==> config.mk <==
export PLATFORM = sky130hd
export DESIGN_NAME = mem_dma_arbiter
export DESIGN_NICKNAME = d
export VERILOG_FILES = /design/src/rtl/altair_pkg.sv /design/src/rtl/arb_slot_counter.sv /design/src/rtl/mem_dma_arbiter.sv
export SDC_FILE = /design/constraint.sdc
export NUM_CORES = 1
export LEC_CHECK = 0
export CAP_MARGIN = 20
export CORE_MARGIN = 2
export CORE_UTILIZATION = 25
export DETAILED_ROUTE_END_ITERATION = 10
export GPL_TIMING_DRIVEN = 1
export PLACE_DENSITY_LB_ADDON = 0.08
export SETUP_SLACK_MARGIN = 0.2
export SLEW_MARGIN = 10
export SYNTH_ARGS = -nofsm -noshare
export SYNTH_HDL_FRONTEND = slang
export SYNTH_SLANG_ARGS = --single-unit
export TNS_END_PERCENT = 30
==> constraint.sdc <==
create_clock -name clk -period 3.4 [get_ports clk]
set_clock_uncertainty 0.05 [all_clocks]
set_input_delay 0.51 -clock clk [delete_from_list [all_inputs] [get_ports clk]]
set_output_delay 0.51 -clock clk [all_outputs]
set_load 0.05 [all_outputs]
==> src/rtl/altair_pkg.sv <==
// Shared types and constants for the Altair memory/DMA arbitration logic.
package altair_pkg;
    localparam int ADDR_W_DEF = 16;
    localparam int DATA_W     = 8;
    localparam int CNT_W      = 8;
    localparam int CNT_MAX    = 255;

    typedef enum logic [1:0] {
        IDLE,
        GRANT,
        DRAIN,
        COOLDOWN
    } arb_state_t;
endpackage

==> src/rtl/arb_slot_counter.sv <==
// Saturating up-counter with synchronous clear, count enable and a
// terminal-count flag raised once the count reaches MAX.
module arb_slot_counter #(
    parameter int W   = 8,
    parameter int MAX = 255
) (
    input  logic         clk,
    input  logic         reset_n,
    input  logic         clr,
    input  logic         en,
    output logic [W-1:0] count,
    output logic         tc
);
    localparam logic [W-1:0] MAX_V = W'(MAX);

    assign tc = (count == MAX_V);

    always_ff @(posedge clk) begin
        if (!reset_n || clr) begin
            count <= '0;
        end else if (en && !tc) begin
            count <= count + 1'b1;
        end
    end
endmodule

==> src/rtl/mem_dma_arbiter.sv <==
// HOLD/HLDA arbiter sharing the memory port between the i8080 and a DMA master.
// Define ARB_BURST_LIMIT_EN to enable the MAX_BURST / CPU_SLOTS cooldown logic.
module mem_dma_arbiter
    import altair_pkg::*;
#(
    parameter int ADDR_WIDTH = ADDR_W_DEF,
    parameter int MAX_BURST  = 16,
    parameter int CPU_SLOTS  = 4
) (
    input  logic                  clk,
    input  logic                  reset_n,
    input  logic                  ce_in,
    output logic                  cpu_ce,
    input  logic [ADDR_WIDTH-1:0] cpu_addr,
    input  logic [DATA_W-1:0]     cpu_wdata,
    input  logic                  cpu_rd,
    input  logic                  cpu_we,
    input  logic                  dma_hold,
    output logic                  dma_hlda,
    input  logic                  dma_req,
    input  logic                  dma_we,
    input  logic [ADDR_WIDTH-1:0] dma_addr,
    input  logic [DATA_W-1:0]     dma_wdata,
    output logic                  dma_ack,
    output logic [DATA_W-1:0]     dma_rdata,
    output logic [ADDR_WIDTH-1:0] mem_addr,
    output logic [DATA_W-1:0]     mem_wdata,
    output logic                  mem_rd,
    output logic                  mem_we,
    input  logic [DATA_W-1:0]     mem_rdata
);
    arb_state_t       state, state_nxt;
    logic             dma_sel;
    logic [CNT_W-1:0] burst_cnt;
    logic             burst_tc;

    assign dma_sel = (state == GRANT);

`ifdef ARB_BURST_LIMIT_EN
    logic [CNT_W-1:0] slot_cnt;
    logic             slot_tc_unused;
    logic             burst_last;

    arb_slot_counter #(.W(CNT_W), .MAX(MAX_BURST)) u_burst_cnt (
        .clk     (clk),
        .reset_n (reset_n),
        .clr     (state == IDLE),
        .en      (dma_sel && dma_req),
        .count   (burst_cnt),
        .tc      (burst_tc)
    );

    // Counts CPU enable pulses handed back after a limit-forced release.
    arb_slot_counter #(.W(CNT_W), .MAX(CPU_SLOTS)) u_slot_cnt (
        .clk     (clk),
        .reset_n (reset_n),
        .clr     (state != COOLDOWN),
        .en      ((state == COOLDOWN) && ce_in),
        .count   (slot_cnt),
        .tc      (slot_tc_unused)
    );

    // This request is the one that uses up the burst allowance.
    assign burst_last = dma_req && (burst_cnt == CNT_W'(MAX_BURST - 1));
`else
    localparam int unused_cfg = MAX_BURST + CPU_SLOTS;
    logic          unused_burst;

    arb_slot_counter #(.W(CNT_W), .MAX(CNT_MAX)) u_burst_cnt (
        .clk     (clk),
        .reset_n (reset_n),
        .clr     (state == IDLE),
        .en      (dma_sel && dma_req),
        .count   (burst_cnt),
        .tc      (burst_tc)
    );

    assign unused_burst = ^{burst_cnt, burst_tc};
`endif

    always_ff @(posedge clk) begin
        if (!reset_n) begin
            state   <= IDLE;
            dma_ack <= 1'b0;
        end else begin
            state   <= state_nxt;
            dma_ack <= dma_sel && dma_req;
        end
    end

    always_comb begin
        state_nxt = state;
        case (state)
            // Grant only on a ce_in edge so the CPU finishes its current step.
            IDLE:  if (dma_hold && ce_in) state_nxt = GRANT;
`ifdef ARB_BURST_LIMIT_EN
            GRANT: if (burst_last || !dma_hold) state_nxt = DRAIN;
            DRAIN: state_nxt = burst_tc ? COOLDOWN : IDLE;
            COOLDOWN:
                if (ce_in && (slot_cnt == CNT_W'(CPU_SLOTS - 1))) state_nxt = IDLE;
`else
            GRANT: if (!dma_hold) state_nxt = DRAIN;
            DRAIN: state_nxt = IDLE;
`endif
            default: state_nxt = IDLE;
        endcase
    end

    assign dma_hlda  = dma_sel;
    assign cpu_ce    = reset_n && ce_in && ((state == IDLE) || (state == COOLDOWN));
    assign dma_rdata = mem_rdata;

    assign mem_addr  = dma_sel ? dma_addr  : cpu_addr;
    assign mem_wdata = dma_sel ? dma_wdata : cpu_wdata;
    assign mem_rd    = dma_sel ? (dma_req && !dma_we) : cpu_rd;
    assign mem_we    = dma_sel ? (dma_req &&  dma_we) : cpu_we;
endmodule

==> impl_metrics.json <==
{
  "run_status": "completed",
  "clock_latency_ns": 0.23,
  "drive_gt1_share_pct": 37.4,
  "hold-worst-slack_ns": 0.417,
  "yosysTopAreaCell": "mux2_4",
  "seqPwrFrac_pct": 5.0,
  "cts_hold_buffers": 0,
  "setup_viol": 0,
  "yosysTopAreaCellShare_pct": 43.3,
  "path_delay_family": "buffers and inverters",
  "synth_top_family_by_area": "multiplexers",
  "num-fill-cells": 221,
  "hpwl_mm": 1.82,
  "fin_crit_sh_pct": 77.5,
  "antenna_left": 0,
  "irDropWorstVdd_mv": 0.461,
  "start_util_pct": 26.6,
  "dieHeight_um": 55.3,
  "muxShareOfSynthArea_pct": 54.9,
  "cts_root_buf": "clkbuf_4",
  "cts.clk_slew.worst_paths_ns": 0.03,
  "top_layer": "met3",
  "worst_pin_slew_ns": 0.500,
  "remaining_drc_errors": 0,
  "synth_cell_types": 16,
  "seqCellArea_sq_um": 60.1,
  "grt_antenna_before_repair": 0,
  "setup_ws_ns": 0.766,
  "cp-end-kind": "primary output",
  "maxSlewHeadroom_pct": 66.6,
  "cap_viol_max_count": 0,
  "combPwrFrac_pct": 89.6,
  "grt_max_degree": 27,
  "power_density_mw_per_mm2": 799,
  "gp_congestion": 0.733,
  "critPathArrivalTime_ns": 2.07,
  "clkPwrFrac_pct": 5.4,
  "synth_simple_gate_area_share_pct": 6.27,
  "finalWirelength_mm": 2.17,
  "path_buf_inv": 3,
  "max_freq_mhz": 380,
  "grt_pass1_wl_mm": 3.48,
  "min_period_ns": 2.63,
  "die_x_um": 55.3,
  "start_kind": "flop",
  "wl_per_cell_um": 12.8,
  "yosys_warnings": 0,
  "grt-ovfl-total": 0,
  "final_max_slew_viol_count": 0,
  "area_growth_pct": 113,
  "synthAdderAreaFrac_pct": 7.60,
  "rows": 18,
  "synthXorXnorAreaFrac_pct": 0,
  "grt_usage_pct": 13.6,
  "postCtsSetupBuffers": 0,
  "clockBufferDepth": 2,
  "cts_tree": "built",
  "p_sw_share_pct": 55.9,
  "hold_violations": 0,
  "synth.avg_cell_area_sq_um": 10.8,
  "grt_pass1_vias": 717,
  "core_area_sq_mm": 0.00248,
  "diodes": 0,
  "synth-seq-cells": 3,
  "vias": 716,
  "wl_met1_um": 839,
  "wl_met3_um": 229,
  "cts_resized": 0,
  "path_cells": "inv_1 > ha_1 > buf_4 > clkdlybuf4s50_1",
  "drtIter0Drc": 17,
  "cts_buffers": 3,
  "viasPerCell": 4.24,
  "rsz0062_at_grt": "false",
  "slowest_stage": "clkdlybuf4s50_1",
  "syn_nets": 129,
  "synthTopCellsByArea": "mux2_4, dfxtp_1, buf_4, mux2_2, ha_1",
  "syn_area_sq_um": 658,
  "hold_class": "reg -> reg",
  "internal-power_uw": 493,
  "synth-compound-area-share_pct": 2.85,
  "cpPeakStageDelay_ns": 0.89,
  "criticalPathCategory": "reg -> out",
  "syn_inst": 61,
  "multi_input_area_sq_um": 472,
  "port_buffers": 84,
  "fin_nets": 208,
  "leakagePower_uw": 0.000630,
  "setup_tns_ns": 0,
  "crit_required_ns": 2.84,
  "dieArea_sq_mm": 0.00306,
  "preCtsSetupSlack_ns": 0.785,
  "num_io_pins": 101,
  "cts.sinks": 3,
  "ys_seq_area_share_pct": 9.13,
  "path_max_fanout": 26,
  "h-tree-depth": 1,
  "route.met2.wl_mm": 1.10,
  "switchingPower_uw": 625,
  "drt-pass1-iter-count": 3
}
[cells in the mapped netlist]
cell type	number
a22oi_1	1
and3_1	1
buf_12	2
buf_4	8
buf_6	1
dfxtp_1	3
ha_1	4
inv_1	4
mux2_2	5
mux2_4	19
mux2i_1	2
nand2_1	7
nand3_1	1
nor2_1	1
o21ai_0	1
o22ai_1	1
[sequential cells by signal, indices dropped and copies added (netlist names)]
signal   flops
state        2
dma_ack      1
[through the flow]
step / area, sq um / total power [uW] / util [%] / instances
after floorplan: 658 / 876 / - / 61
after global placement: 1370 / 1050 / 55.4 / 165
after detailed placement: 1370 / 1060 / 55.4 / 165
after CTS: 1400 / 1130 / 56.5 / 169
after global routing: 1400 / 1170 / 56.5 / 169
final: 1400 / 1120 / 56.5 / 169
[path summary, 6_finish.rpt]
| path | from | endpoint | slack [ns] | depth (start not counted) |
|---|---|---|---|---|
| worst max-delay path | state[1]$_SDFFE_PN0P_ | dma_hlda | 0.77 | 4 |
| worst min-delay path | state[1]$_SDFFE_PN0P_ | state[1]$_SDFFE_PN0P_ | 0.42 | 2 |
| worst max register to register | state[1]$_SDFFE_PN0P_ | state[0]$_SDFFE_PN0P_ | 2.02 | 4 |
| worst min register to register | state[1]$_SDFFE_PN0P_ | state[1]$_SDFFE_PN0P_ | 0.42 | 2 |
[power by group through the flow]
| stage | sequential [uW] | combinational [uW] | clock (uW) |
|---|---|---|---|
| after global routing | 57.0 | 1040 | 68.4 |
| after CTS | 55.8 | 1010 | 63.7 |
| after detailed placement | 56.4 | 1010 | 0 |
| after floorplan | 59.6 | 816 | 0 |
| after global placement | 55.9 | 995 | 0 |
| final | 55.7 | 1000 | 60.7 |
[layout by cell type (no fill, tap or decap)]
| cell | synthesis | final |
|---|---|---|
| clkbuf_1 | 0 | 1 |
| nand2_1 | 7 | 7 |
| o22ai_1 | 1 | 1 |
| mux2_2 | 5 | 5 |
| mux2i_1 | 2 | 2 |
| clkbuf_4 | 0 | 3 |
| nor2_1 | 1 | 1 |
| mux2_4 | 19 | 19 |
| buf_4 | 8 | 25 |
| o21ai_0 | 1 | 1 |
| inv_1 | 4 | 4 |
| clkdlybuf4s50_1 | 0 | 60 |
| a22oi_1 | 1 | 1 |
| ha_1 | 4 | 4 |
| dfxtp_1 | 3 | 3 |
| and3_1 | 1 | 1 |
| nand3_1 | 1 | 1 |
[layout make-up]
cell class                 count  area share [%]
inverter                       4            1.07
tap                           30            2.68
multi-input combinational     43            33.7
clock buffer                   4            1.88
sequential                     3            4.29
timing repair buffer          85            56.4
[layer usage]
layer / vias up / global-route usage [%]
li1: 359 / -
met1: 311 / 15.2
met2: 46 / 24.7
met4: 0 / 1.39
met5: - / 0
met3: 0 / 5.62
[worst reg2reg max path, cell delays in order (launching register included)]
cell     delay, ns
dfxtp_1       0.32
inv_1         0.09
ha_1          0.25
a22oi_1       0.33
mux2i_1       0.26
[cells by family after synthesis]
logic type | Yosys count
and+or+nand+nor | 10
AOI/OAI and AO/OA | 3
buffers and inverters | 15
DFF | 3
adders and majority gates | 4
muxes | 26
Note: power is estimated with default switching activity, not from simulation.
